## config.mk

```make
export PLATFORM = sky130hd
export DESIGN_NAME = tl_fragmenter_arbiter
export DESIGN_NICKNAME = d
export VERILOG_FILES = /design/src/rtl/tl_fragmenter_arbiter.sv
export SDC_FILE = /design/constraint.sdc
export NUM_CORES = 1
export LEC_CHECK = 0
export CAP_MARGIN = 20
export CORE_AREA = 5 5 215 217
export CTS_BUF_LIST = sky130_fd_sc_hd__clkbuf_8
export DETAILED_ROUTE_END_ITERATION = 6
export DIE_AREA = 0 0 220 222
export SYNTH_ARGS = -nofsm -noshare
export SYNTH_HDL_FRONTEND = slang
export SYNTH_SLANG_ARGS = --single-unit
```

## constraint.sdc

```tcl
create_clock -name clock -period 3.9 [get_ports clock]
set_input_delay 0.78 -clock clock [delete_from_list [all_inputs] [get_ports clock]]
set_output_delay 0.78 -clock clock [all_outputs]
set_load 0.01 [all_outputs]
```

## src/rtl/tl_fragmenter_arbiter.sv

```systemverilog
// Purpose: two-client TileLink-UH arbiter sharing one fragmenter A/D port; client id becomes source bit 2.
// Latency: zero-cycle combinational A and D paths; grant, lock, beat and in-flight state are registered.
// Backpressure: out_a_ready goes only to the granted client, and the grant and payload hold while it is low;
//               D is routed by source[2], and that client's d_ready drives out_d_ready.
//
// Ports:
//   clock, reset                      sole clock, synchronous active-high reset
//   in0_a_* / in1_a_*                 client A channels (2-bit source)
//   in0_d_* / in1_d_*                 client D channels (2-bit source)
//   out_a_*                           merged A channel to the fragmenter (3-bit source)
//   out_d_*                           D channel from the fragmenter (3-bit source)
module tl_fragmenter_arbiter #(
    parameter int MAX_INFLIGHT = 4,
    parameter int BEAT_BYTES   = 8
) (
    input  logic        clock,
    input  logic        reset,

    input  logic        in0_a_valid,
    output logic        in0_a_ready,
    input  logic [2:0]  in0_a_bits_opcode,
    input  logic [2:0]  in0_a_bits_param,
    input  logic [2:0]  in0_a_bits_size,
    input  logic [1:0]  in0_a_bits_source,
    input  logic [27:0] in0_a_bits_address,
    input  logic [7:0]  in0_a_bits_mask,
    input  logic [63:0] in0_a_bits_data,
    input  logic        in0_a_bits_corrupt,
    input  logic        in0_d_ready,
    output logic        in0_d_valid,
    output logic [2:0]  in0_d_bits_opcode,
    output logic [2:0]  in0_d_bits_size,
    output logic [1:0]  in0_d_bits_source,
    output logic [63:0] in0_d_bits_data,

    input  logic        in1_a_valid,
    output logic        in1_a_ready,
    input  logic [2:0]  in1_a_bits_opcode,
    input  logic [2:0]  in1_a_bits_param,
    input  logic [2:0]  in1_a_bits_size,
    input  logic [1:0]  in1_a_bits_source,
    input  logic [27:0] in1_a_bits_address,
    input  logic [7:0]  in1_a_bits_mask,
    input  logic [63:0] in1_a_bits_data,
    input  logic        in1_a_bits_corrupt,
    input  logic        in1_d_ready,
    output logic        in1_d_valid,
    output logic [2:0]  in1_d_bits_opcode,
    output logic [2:0]  in1_d_bits_size,
    output logic [1:0]  in1_d_bits_source,
    output logic [63:0] in1_d_bits_data,

    output logic        out_a_valid,
    input  logic        out_a_ready,
    output logic [2:0]  out_a_bits_opcode,
    output logic [2:0]  out_a_bits_param,
    output logic [2:0]  out_a_bits_size,
    output logic [2:0]  out_a_bits_source,
    output logic [27:0] out_a_bits_address,
    output logic [7:0]  out_a_bits_mask,
    output logic [63:0] out_a_bits_data,
    output logic        out_a_bits_corrupt,

    input  logic        out_d_valid,
    output logic        out_d_ready,
    input  logic [2:0]  out_d_bits_opcode,
    input  logic [2:0]  out_d_bits_size,
    input  logic [2:0]  out_d_bits_source,
    input  logic [63:0] out_d_bits_data
);

    localparam int BEAT_SHIFT = $clog2(BEAT_BYTES);

    // Index of the last beat of a message of the given size (beats - 1), capped at 8 beats.
    function automatic logic [2:0] last_beat(input logic [2:0] size);
        logic [3:0] s;
        s = {1'b0, size};
        if (s <= 4'(BEAT_SHIFT))
            return 3'd0;
        else if ((s - 4'(BEAT_SHIFT)) >= 4'd3)
            return 3'd7;
        else
            return 3'((4'd1 << (s - 4'(BEAT_SHIFT))) - 4'd1);
    endfunction

    function automatic logic [2:0] next_count(input logic [2:0] cnt, input logic inc, input logic dec);
        logic [2:0] r;
        r = cnt;
        if (inc && !dec)
            r = cnt + 3'd1;
        else if (dec && !inc)
            r = (cnt == 3'd0) ? 3'd0 : cnt - 3'd1;
        return r;
    endfunction

    logic       prio;
    logic       locked;
    logic       grant_q;
    logic       grant;
    logic [2:0] a_beat;
    logic [2:0] d_beat;
    logic [2:0] inflight0;
    logic [2:0] inflight1;

    logic       elig0, elig1;
    logic       a_fire, a_first, a_last, a_multi;
    logic [2:0] a_last_idx;
    logic       d_id, d_fire, d_last;
    logic [2:0] d_last_idx;
    logic       inc0, inc1, dec0, dec1;

    // Mid-message beats are never blocked by the in-flight limit: the credit was taken on beat 0.
    assign elig0 = in0_a_valid && ((inflight0 < 3'(MAX_INFLIGHT)) || (a_beat != 3'd0));
    assign elig1 = in1_a_valid && ((inflight1 < 3'(MAX_INFLIGHT)) || (a_beat != 3'd0));

    always_comb begin
        grant = 1'b0;
        if (locked)
            grant = grant_q;
        else if (elig0 && elig1)
            grant = prio;
        else
            grant = elig1;
    end

    assign out_a_bits_opcode  = grant ? in1_a_bits_opcode  : in0_a_bits_opcode;
    assign out_a_bits_param   = grant ? in1_a_bits_param   : in0_a_bits_param;
    assign out_a_bits_size    = grant ? in1_a_bits_size    : in0_a_bits_size;
    assign out_a_bits_source  = {grant, grant ? in1_a_bits_source : in0_a_bits_source};
    assign out_a_bits_address = grant ? in1_a_bits_address : in0_a_bits_address;
    assign out_a_bits_mask    = grant ? in1_a_bits_mask    : in0_a_bits_mask;
    assign out_a_bits_data    = grant ? in1_a_bits_data    : in0_a_bits_data;
    assign out_a_bits_corrupt = grant ? in1_a_bits_corrupt : in0_a_bits_corrupt;

    assign out_a_valid = !reset && (grant ? elig1 : elig0);

    // Ready is also gated by eligibility, so a client held off by its credit limit
    // can never complete a handshake that is not forwarded downstream.
    assign in0_a_ready = !reset && !grant && elig0 && out_a_ready;
    assign in1_a_ready = !reset &&  grant && elig1 && out_a_ready;

    assign a_fire     = out_a_valid && out_a_ready;
    assign a_multi    = (out_a_bits_opcode[2:1] == 2'b00);   // PutFull / PutPartial
    assign a_last_idx = a_multi ? last_beat(out_a_bits_size) : 3'd0;
    assign a_first    = (a_beat == 3'd0);
    assign a_last     = (a_beat == a_last_idx);

    // D routing by the client id carried in source bit 2.
    assign d_id        = out_d_bits_source[2];
    assign out_d_ready = !reset && (d_id ? in1_d_ready : in0_d_ready);
    assign in0_d_valid = !reset && out_d_valid && !d_id;
    assign in1_d_valid = !reset && out_d_valid &&  d_id;

    assign in0_d_bits_opcode = out_d_bits_opcode;
    assign in0_d_bits_size   = out_d_bits_size;
    assign in0_d_bits_source = out_d_bits_source[1:0];
    assign in0_d_bits_data   = out_d_bits_data;
    assign in1_d_bits_opcode = out_d_bits_opcode;
    assign in1_d_bits_size   = out_d_bits_size;
    assign in1_d_bits_source = out_d_bits_source[1:0];
    assign in1_d_bits_data   = out_d_bits_data;

    assign d_fire     = out_d_valid && out_d_ready;
    assign d_last_idx = (out_d_bits_opcode == 3'd1) ? last_beat(out_d_bits_size) : 3'd0;
    assign d_last     = (d_beat == d_last_idx);

    assign inc0 = a_fire && a_first && !grant;
    assign inc1 = a_fire && a_first &&  grant;
    assign dec0 = d_fire && d_last  && !d_id;
    assign dec1 = d_fire && d_last  &&  d_id;

    always_ff @(posedge clock) begin
        if (reset) begin
            prio      <= 1'b0;
            locked    <= 1'b0;
            grant_q   <= 1'b0;
            a_beat    <= 3'd0;
            d_beat    <= 3'd0;
            inflight0 <= 3'd0;
            inflight1 <= 3'd0;
        end else begin
            if (!locked && out_a_valid)
                grant_q <= grant;

            if (a_fire) begin
                if (a_last) begin
                    a_beat <= 3'd0;
                    locked <= 1'b0;
                    prio   <= ~grant;
                end else begin
                    a_beat <= a_beat + 3'd1;
                    locked <= 1'b1;
                end
            end else if (out_a_valid) begin
                // Offered but stalled: freeze the grant until the beat is taken.
                locked <= 1'b1;
            end else if (a_beat == 3'd0) begin
                // Requester withdrew between messages; release the grant.
                locked <= 1'b0;
            end

            if (d_fire)
                d_beat <= d_last ? 3'd0 : d_beat + 3'd1;

            inflight0 <= next_count(inflight0, inc0, dec0);
            inflight1 <= next_count(inflight1, inc1, dec1);
        end
    end

    // A response for a client with nothing outstanding means the downstream misrouted it.
    assert property (@(posedge clock) disable iff (reset) !(dec0 && inflight0 == 3'd0));
    assert property (@(posedge clock) disable iff (reset) !(dec1 && inflight1 == 3'd0));

endmodule

```

Yosys cells after proc, flatten, opt, wreduce, memory -nomap -nowiden
Cells that the tools add are included.
{ "word_totals": {"out_inout_bits": 263, "ff_bits": 15, "elab_cells": 105, "in_bits": 305} }
{ "op_classes": {"eq_ne": 3, "reduce_logical": 46, "n_shift": 2, "addsub": 10, "n_mux": 30, "n_lt_le_gt_ge": 6, "bitwise": 1} }
{ "op_table": {"columns": ["operator", "count"], "rows": [
  ["two-way mux 64 bit", 1],
  ["two-way mux 3 bit", 17],
  ["two-way mux 28 bit", 1],
  ["logical AND 1 bit", 27],
  ["adder 3 x 1 -> 3 bit (second input constant)", 4],
  ["subtractor 3 x 1 -> 3 bit (second input constant)", 4],
  ["logical NOT 3 bit", 3],
  ["two-way mux 1 bit", 9],
  ["greater-or-equal comparator 4 x 2 -> 1 bit (second input constant)", 2],
  ["logical NOT 1 bit", 8],
  ["two-way mux 8 bit", 1],
  ["left shift 1 x 4 -> 3 bit (first input constant)", 2],
  ["subtractor 3 x 2 -> 4 bit (second input constant)", 2],
  ["equality test 3 bit", 2],
  ["<= comparator 3 x 2 -> 1 bit (second input constant)", 2],
  ["less-than comparator 3 bit (second input constant)", 2],
  ["nonzero test 3 bit", 2],
  ["nonzero test 2 bit", 2],
  ["equality test 3 x 1 -> 1 bit (second input constant)", 1],
  ["logical NOT 2 bit", 1],
  ["logical OR 1 bit", 2],
  ["two-way mux 2 bit", 1],
  ["AND reduction 2 bit", 1],
  ["inverter 1 bit", 1]
]} }

Depth between registers and ports, before layout
Gate-level depths: netlist of the first run.
{ "depth": {"ltp_word": 16, "ltp_mapped": 18, "ltp_nobuf": 18} }

Worst setup path after synthesis of the first run
No wires, ideal clock.
{ "synth_timing": {"path_type": "input to register", "from": "input in0_a_valid", "to": "register a_beat[0]", "cell_stages": 15, "t_required_ps": 3829, "path_slack_ps": -171, "arrival_time_ps": 4000, "n_path_buf": 2, "setup_ps": 71, "cell_sequence": "nand2b_1 -> nand2b_1 -> a21o_1 -> buf_2 -> buf_1 -> mux2_2 -> ha_1 -> xor2_1 -> nand2_1 -> ha_1 -> nor2b_1 -> o21ba_2 -> a41o_1 -> or4_1 -> a21oi_1"} }
{ "synth_via": {"elab_chain_cells": 13, "word_cells_on_any_way": 20, "cone_classes": "add/sub: 2; order compare: 2; eq/ne: 1; shift: 1; mux: 9; reduce/logical: 5"} }
{ "synth_lines": {"columns": ["item", "line_no", "text"], "rows": [
  ["start: declaration", "19", "input logic in0_a_valid,"],
  ["logical AND 1 bit (*)", "113", "assign elig0 = in0_a_valid && ((inflight0 < 3'(MAX_INFLIGHT)) || (a_beat != 3'd0));"],
  ["logical AND 1 bit (*)", "120", "else if (elig0 && elig1)"],
  ["two-way mux 1 bit (*)", "120", null],
  ["two-way mux 1 bit (*)", "118", "if (locked)"],
  ["two-way mux 3 bit (*)", "128", "assign out_a_bits_size = grant ? in1_a_bits_size : in0_a_bits_size;"],
  ["net out_a_bits_size[1]", "57", "output logic [2:0] out_a_bits_size,"],
  ["subtractor 3 x 2 -> 4 bit", "80, 83", null],
  ["left shift 1 x 4 -> 3 bit", "83", "return 3'((4'd1 << (s - 4'(BEAT_SHIFT))) - 4'd1);"],
  ["subtractor 3 x 1 -> 3 bit", "83", null],
  ["two-way mux 3 bit", "80", "else if ((s - 4'(BEAT_SHIFT)) >= 4'd3)"],
  ["two-way mux 3 bit (*)", "78", "if (s <= 4'(BEAT_SHIFT))"],
  ["two-way mux 3 bit (*)", "144", "assign a_last_idx = a_multi ? last_beat(out_a_bits_size) : 3'd0;"],
  ["equality test 3 bit (*)", "146", "assign a_last = (a_beat == a_last_idx);"],
  ["two-way mux 3 bit (*)", "186", "if (a_last) begin"],
  ["end signal: assignment", "191", "a_beat <= a_beat + 3'd1;"],
  ["end: declaration", "100", "logic [2:0] a_beat;"]
]} }
The timed path passes the listed nets; every way through them passes the cells marked *.
A chain may end at the register's enable or synchronous reset.

Final worst setup path of the first run
{ "layout_timing": {"from": "input in1_a_valid", "to": "output out_a_bits_data[7]"} }
{ "layout_via": {"elab_chain_cells": 5} }
{ "layout_lines": {"columns": ["item", "line_no", "text"], "rows": [
  ["start: declaration", "36", "input logic in1_a_valid,"],
  ["logical AND 1 bit (*)", "114", "assign elig1 = in1_a_valid && ((inflight1 < 3'(MAX_INFLIGHT)) || (a_beat != 3'd0));"],
  ["logical AND 1 bit", "120", null],
  ["two-way mux 1 bit (*)", "120", null],
  ["two-way mux 1 bit (*)", "118", null],
  ["two-way mux 64 bit (*)", "132", "assign out_a_bits_data = grant ? in1_a_bits_data : in0_a_bits_data;"],
  ["end: declaration", "61", "output logic [63:0] out_a_bits_data,"]
]} }
Every way passes the cells marked *; elsewhere a longest branch is shown, timed or not.

==> reports/qor.yml, run 1 <==
detailed_routing:
  wire_per_inst_um: 20.10
  drc_errors: 0
  wl_um: 26190
  detail_route.vias_per_cell: 3.170
  drtPass1Iterations: 4
  ant_nets: 0
  vias: 4131
  drtIter0Drc: 77
floorplan:
  rows: 77
  initial_core_util: 0.08980
  die_h_um: 222
  die-area_um2: 48840
  core_area_um2: 43930
  io_pins: 568
  die_x_um: 220
timing:
  finalCritPeriodShare: 0.9852
  rsz0062_at_grt: "true"
  worst_slack_ns: 0.05754
  setup-tns-final_ns: 0
  final-max-slew-violation-count: 0
  tightest_slew_ns: 0.4879
  finalSetupViolCount: 0
  max_slew_margin: 0.6717
  clock-skew-final_ns: 0.003042
  fmax_mhz: 260.3
  period_minus_slack_ns: 3.842
  finalHoldViolations: 0
yosys:
  synthAdderAreaFrac: 0.06977
  ys_ff_latch: 15
  syn_avg_cell_area_um2: 8.394
  yosys.area_share.simple: 0.1278
  synth_top_family_by_area: "multiplexers"
  synth.yosys.seq_area_share: 0.07612
  synth-edff-count: 0
  synthFlopType: "dfxtp_1"
  async_flop_share: 0
  ys_warn_count: 0
  syn_nets: 797
  syn_area_um2: 3945
  synth_compound_area_frac: 0.06755
  synth_xor_area_frac: 0.01332
  synth_cells: 470
  yosys.cell_types.count: 51
  synth_mux_area_frac: 0.3333
clock_tree:
  cts_buffers: 3
  cts_tree: "done"
  clkSinkCount: 15
  path_clk_slew_ns: 0.06
  root_buffer: "clkbuf_8"
  ctsHtreeMaxLevel: 1
  clk_latency_ns: 0.25
  clk_path_buf_depth: 2
  hold_buffers: 0
place:
  port_buffers: 369
  dpl_worst_slack_ns: -0.2543
  dp.cells: 1294
  dpl.hpwl_um: 23230
  gp_congestion: 0.7936
power:
  p_leak_nw: 2.737
  irDropWorstVdd_v: 0.00007038
  powerDensity_nw_per_um2: 174.0
worst_hold_path:
  min_to: "prio$_SDFFE_PP0P_"
  hp-class: "flop to flop"
  worstHoldStart: "prio$_SDFFE_PP0P_"
  min_path_cells: 2
setup_path:
  cp.depth: 7
  critPathRequiredTime_ns: 3.12
  critical_path_class: "input pin to output port"
  worstRegToRegCells: 16
  r2r_end: "a_beat[0]$_SDFFE_PP0P_"
  reg2reg_from: "a_beat[1]$_SDFFE_PP0P_"
  cp_top_family: "buffers and inverters"
  path_cells: "clkdlybuf4s50_1 > and3_4 > a21o_4 > buf_6 > buf_16 > mux2_2 > clkdlybuf4s50_1"
  end_kind: "output port"
  critPathMaxStageDelay_ns: 0.57
  worstPathMaxFanout: 22
  cp_data_arrival_time_ns: 3.06
  crit_path_frequent_cell: "clkdlybuf4s50_1"
  r2r_slack_ns: 0.29
  cp-start-kind: "input pin"
  cp_slowest_cell: "clkdlybuf4s50_1"
  crit_buf_inv: 4
flow_run:
  maxCapViolCount: 0
global_route:
  overflow: 0
  grt_max_degree: 45
  grt_antenna_before_repair: 5
  grt_pass1_wl_um: 34580
  grt_pass1_vias: 4501
  track_usage: 0.09844
final_layout:
  postLayoutCoreUtil: 0.1734
  nets: 1037
  area_delta_synth_final_pct: 93.15
  nFillCells: 4984
  drive_above_1_share: 0.2454
  fin_cells: 1303
run_status:
  outcome: "completed"
-- worst reg2reg max path: stages, from the launching register on --
cell,delay [ns]
dfxtp_1,0.42
inv_1,0.10
ha_1,0.25
nand3b_1,0.21
nor3b_2,0.32
nor3b_2,0.09
nor2_1,0.13
inv_1,0.12
ha_2,0.21
xor2_1,0.15
nand2_1,0.07
ha_1,0.30
nor2b_1,0.14
o21ba_2,0.22
a41o_1,0.24
or4_1,0.40
a21oi_1,0.14
-- sequential cells by signal, summed over array words and instances (netlist names) --
| signal | flops |
|---|---|
| a_beat | 3 |
| d_beat | 3 |
| inflight0 | 3 |
| inflight1 | 3 |
| grant_q | 1 |
| locked | 1 |
| prio | 1 |
-- Yosys cell counts (all sizes together) (2+ instances only) --
cell type    n  area share
a21oi       19       0.025
a31oi        3      0.0048
and2         2      0.0038
buf        158        0.29
clkbuf       3      0.0029
dfxtp       15       0.076
ha          22       0.070
inv         20       0.019
mux2       112        0.32
mux2i        5       0.013
nand2       13       0.012
nand2b      14       0.022
nand3b       2      0.0070
nand4        2      0.0032
nand4b       4      0.0089
nor2        17       0.016
nor2b        5      0.0079
nor3         8       0.010
nor3b        6       0.011
nor4         2      0.0032
nor4b        2      0.0044
o21ai        7      0.0089
o22ai        2      0.0032
or2          2      0.0032
or3          2      0.0032
xnor2        3      0.0067
xor2         3      0.0067
-- cell families (layout without fill, tap and decap cells) --
logic type                 count (synthesis)  in the layout
AOI/OAI and AO/OA                         43             43
DFF                                       15             15
xor gates and xnor gates                   6              6
muxes                                    117            117
other                                      0              2
and+or+nand+nor                           86             86
buffers and inverters                    181            420
adders and majority gates                 22             22
-- cell type report --
class                   count  area (µm²)  share of cell area
repair buffers            396        3959              0.5195
inverters                  20       75.07            0.009852
clock buffers               3       41.29            0.005419
diodes                      2       5.005           0.0006568
well taps                 592       740.7             0.09721
multi-input cells         274        2494              0.3273
flip-flops and latches     15       300.3             0.03941
clock inverters             1       5.005           0.0006568
-- worst max-delay path by stage --
stage,startpoint,endpoint,slack (ns)
4_1_cts,in0_a_valid,out_a_bits_data[24],0.002
3_5_place_dp,in0_a_valid,a_beat[0]$_SDFFE_PP0P_,-0.25
3_3_place_gp,in0_a_valid,a_beat[0]$_SDFFE_PP0P_,-0.23
2_1_floorplan,in0_a_valid,a_beat[0]$_SDFFE_PP0P_,0.04
5_1_grt,in0_a_valid,a_beat[0]$_SDFFE_PP0P_,-0.03
6_report,in1_a_valid,out_a_bits_data[7],0.06
-- through the flow --
| stage | area (µm²) | total power, mW | hold WS [ns] |
|---|---|---|---|
| floorplan | 3949 | 0.6664 | 0.4477 |
| global placement | 7398 | 1.157 | 0.4663 |
| detailed placement | 7398 | 1.160 | 0.4702 |
| CTS | 7511 | 1.336 | 0.4847 |
| global route | 7617 | 1.399 | 0.4964 |
| finish | 7620 | 1.326 | 0.4806 |
-- layer usage --
layer	vias to the layer above	wire length, µm	track usage	part of all wire
met3	26	3002	0.04875	0.11
met5	-	0	0	0
met2	279	14320	0.1876	0.55
li1	1961	-	-	-
met1	1865	8500	0.09561	0.32
met4	0	363	0.01792	0.014
-- repair_timing --
action	CTS	global route
resized for setup	4	15
cloned	2	1
buffers inserted	0	0
endpoints found under the setup margin	77	61
pin swaps	0	1
-- cells in the final DEF (no fill, tap or decap), types with 2 or more instances in the layout --
| cell | synthesis | routed |
|---|---|---|
| nand2_1 | 13 | 13 |
| ha_2 | 0 | 2 |
| nand4_1 | 2 | 2 |
| buf_16 | 0 | 3 |
| or3_1 | 2 | 2 |
| clkdlybuf4s50_1 | 0 | 358 |
| nor3_1 | 8 | 8 |
| nor2b_1 | 5 | 5 |
| buf_6 | 0 | 2 |
| dfxtp_1 | 15 | 15 |
| ha_1 | 22 | 18 |
| mux2_2 | 111 | 111 |
| ha_4 | 0 | 2 |
| nand2b_1 | 14 | 13 |
| nor2_1 | 17 | 16 |
| nand4b_1 | 4 | 4 |
| o22ai_1 | 2 | 2 |
| or2_2 | 2 | 2 |
| a21oi_1 | 18 | 18 |
| o21ai_0 | 5 | 5 |
| nor3b_1 | 6 | 2 |
| nor3b_2 | 0 | 4 |
| xor2_1 | 3 | 3 |
| buf_4 | 145 | 31 |
| diode_2 | 0 | 2 |
| clkbuf_8 | 0 | 3 |
| nor4b_1 | 2 | 2 |
| xnor2_1 | 3 | 2 |
| nor4_1 | 2 | 2 |
| a31oi_1 | 3 | 3 |
| o21ai_1 | 2 | 2 |
| mux2i_1 | 5 | 5 |
| inv_1 | 20 | 20 |
-- power breakdown --
group	total (mW)	leakage, nW	internal, mW	switching, mW
clock	0.132	0.0255	0.0709	0.0612
combinational	1.03	2.59	0.635	0.399
sequential	0.160	0.122	0.157	0.00324
total	1.33	2.74	0.863	0.463
No activity file was read; power rests on OpenSTA's default activity.
==> run 2: changes to the inputs <==
--- a/config.mk
+++ b/config.mk
@@ -10,6 +10,7 @@
 export CTS_BUF_LIST = sky130_fd_sc_hd__clkbuf_8
 export DETAILED_ROUTE_END_ITERATION = 6
 export DIE_AREA = 0 0 220 222
+export SLEW_MARGIN = 20
 export SYNTH_ARGS = -nofsm -noshare
 export SYNTH_HDL_FRONTEND = slang
 export SYNTH_SLANG_ARGS = --single-unit
==> results of run 2 <==
No change in the layout: final DEF, timing and power equal those of run 1.
==> run 3: changes to the inputs <==
--- a/config.mk
+++ b/config.mk
@@ -10,6 +10,7 @@
 export CTS_BUF_LIST = sky130_fd_sc_hd__clkbuf_8
 export DETAILED_ROUTE_END_ITERATION = 6
 export DIE_AREA = 0 0 220 222
+export PLACE_DENSITY_LB_ADDON = 0.15
 export SLEW_MARGIN = 20
 export SYNTH_ARGS = -nofsm -noshare
 export SYNTH_HDL_FRONTEND = slang
==> run 3 against run 2 <==
Via count down 1.7%; clock skew shrank 0.0014 ns; design area rose by 1.4%; combinational power barely moved; fmax grew 0.37%; critical path type unchanged; global-route usage hardly changed.
==> reports/qor.yml, run 3 (synthesis gave the netlist of run 1 again) <==
timing:
  fmax_mhz: 261.2  # +0.37%
  final-max-slew-violation-count: 0  # unchanged
  finalHoldViolations: 0  # unchanged
  max_slew_margin: 0.5157  # -0.1560
  worst_slack_ns: 0.07160  # +0.01406 ns
  finalCritPeriodShare: 0.9816  # -0.003605
  tightest_slew_ns: 0.7198  # +0.2319 ns
  period_minus_slack_ns: 3.828  # -0.01406 ns
  finalSetupViolCount: 0  # unchanged
  hold_ws_ns: 0.4790  # -0.001555 ns
  clock-skew-final_ns: 0.001620  # -0.001422 ns
  rsz0062_at_grt: "true"
  setup-tns-final_ns: 0  # unchanged
setup_path:
  cp_data_arrival_time_ns: 3.05  # about the same
  reg2reg_from: "a_beat[1]$_SDFFE_PP0P_"
  r2r_slack_ns: 0.36  # +0.07 ns
  crit_end: "out_a_bits_data[12]"
  r2r_end: "a_beat[0]$_SDFFE_PP0P_"
  worstPathMaxFanout: 18  # -18%
  startpoint: "in0_a_valid"
  critical_path_class: "input pin to output port"
  worstRegToRegCells: 16  # unchanged
  end_kind: "output port"
  cp-start-kind: "input pin"
  critPathRequiredTime_ns: 3.12  # about the same
place:
  port_buffers: 369  # unchanged
  postPlaceCellArea_um2: 7553  # +2.1%
  gp_congestion: 0.7249  # -8.7%
  dpl.hpwl_um: 23520  # +1.2%
  dpl_worst_slack_ns: -0.2125  # +0.04180 ns
  dp.cells: 1308  # +1.1%
final_layout:
  nets: 1049  # +1.2%
  drive_above_1_share: 0.2524  # +0.007011
  nFillCells: 5030  # +0.92%
  postLayoutCoreUtil: 0.1758  # +0.002364
  fin_cells: 1313  # +0.77%
  area_delta_synth_final_pct: 95.78
  final_cell_mix: "clkdlybuf4s50_1 (325), mux2_2 (111), buf_4 (39)"
  stdcell_area_um2: 7724  # +1.4%
  diodes: 0  # -2
  mostFrequentLayoutCell: "clkdlybuf4s50_1"
detailed_routing:
  detail_route.vias_per_cell: 3.093  # -2.4%
  vias: 4061  # -1.7%
  wire_per_inst_um: 19.63  # -2.3%
  wl_um: 25780  # -1.6%
  ant_nets: 0  # unchanged
  drtIter0Drc: 100  # +30%
  drc_errors: 0  # unchanged
  drtPass1Iterations: 4  # unchanged
power:
  p_leak_nw: 2.973  # +8.6%
  power_mw: 1.309  # -1.3%
  irDropWorstVdd_v: 0.00008976  # +28%
  powerDensity_nw_per_um2: 169.4  # -2.7%
clock_tree:
  hold_buffers: 0  # unchanged
  clk_latency_ns: 0.26  # about the same
  postCtsSetupBuffers: 0  # unchanged
  clk_path_buf_depth: 2  # unchanged
  cts_tree: "done"
  clkSinkCount: 15  # unchanged
  ctsHtreeMaxLevel: 1  # unchanged
  cts_buffers: 3  # unchanged
  path_clk_slew_ns: 0.07  # about the same
  root_buffer: "clkbuf_8"
floorplan:
  die_h_um: 222  # unchanged
  initial_core_util: 0.08980  # unchanged
  die_x_um: 220  # unchanged
  io_pins: 568  # unchanged
  rows: 77  # unchanged
  core_area_um2: 43930  # unchanged
  die-area_um2: 48840  # unchanged
flow_run:
  maxCapViolCount: 0  # unchanged
worst_hold_path:
  hp-class: "flop to flop"
global_route:
  grt_antenna_before_repair: 5  # unchanged
  grt_pass1_wl_um: 34780  # +0.58%
  grt_max_degree: 26  # -42%
  grt_pass1_vias: 4444  # -1.3%
  overflow: 0  # unchanged
  track_usage: 0.09878  # +0.0003413
run_status:
  outcome: "completed"
run 3: cell count changes in the layout (fill, tap and decap cells not counted), moves of 2 or more:
| cell | previous run | this run |
|---|---|---|
| clkdlybuf4s50_1 | 358 | 325 |
| dlygate4sd2_1 | 0 | 21 |
| buf_16 | 3 | 0 |
| nor3b_1 | 2 | 4 |
| buf_4 | 31 | 39 |
| nor3b_2 | 4 | 2 |
| nor3_1 | 8 | 5 |
| nor3_2 | 0 | 3 |
| buf_6 | 2 | 0 |
| diode_2 | 2 | 0 |
| buf_12 | 0 | 4 |
| dlymetal6s2s_1 | 1 | 18 |
run 3: how the worst min path moves through the flow:
stage	startpoint	end	slack [ns]	cells after the start
6_report	grant_q$_SDFFE_PP0P_	grant_q$_SDFFE_PP0P_	0.48	2
3_5_place_dp	grant_q$_SDFFE_PP0P_	grant_q$_SDFFE_PP0P_	0.47	2
3_3_place_gp	grant_q$_SDFFE_PP0P_	grant_q$_SDFFE_PP0P_	0.47	2
5_1_grt	grant_q$_SDFFE_PP0P_	grant_q$_SDFFE_PP0P_	0.51	2
2_1_floorplan	prio$_SDFFE_PP0P_	prio$_SDFFE_PP0P_	0.45	2
4_1_cts	grant_q$_SDFFE_PP0P_	grant_q$_SDFFE_PP0P_	0.48	2
run 3: worst max-delay path: stages:
cell and delay [ns]:
clkdlybuf4s50_1 0.50, nand2b_1 0.09, nand2b_4 0.16, a21o_4 0.21, buf_4 0.17, buf_12 0.17
buf_12 0.16, mux2_2 0.25, clkdlybuf4s50_1 0.54
run 3: power by group:
part	internal (mW)	switching, mW	total, mW
sequential	0.157	0.00350	0.161
combinational	0.626	0.389	1.01
clock	0.0700	0.0630	0.133
run 3: metal layers:
metal | global-route usage | vias up | routed length [µm] | share of wire
met5 | 0.005051 | - | 62 | 0.0024
met4 | 0.009261 | 10 | 91 | 0.0035
met3 | 0.04861 | 21 | 2727 | 0.11
met2 | 0.1787 | 237 | 13350 | 0.52
met1 | 0.1072 | 1818 | 9544 | 0.37
li1 | - | 1975 | - | -
run 3: repair_timing:
item,CTS,global route
pin swaps,0,1
gates cloned,0,1
gates resized for setup,21,33
setup endpoints to repair,60,51
run 3: final cells by class:
class,instances,area (µm²),share of cell area
clock inverters,1,3.754,0.0004860
inverters,20,75.07,0.009720
multi-input cells,274,2502,0.3240
well taps,592,740.7,0.09590
flip-flops and latches,15,300.3,0.03888
clock buffers,3,41.29,0.005346
repair buffers,408,4060,0.5257
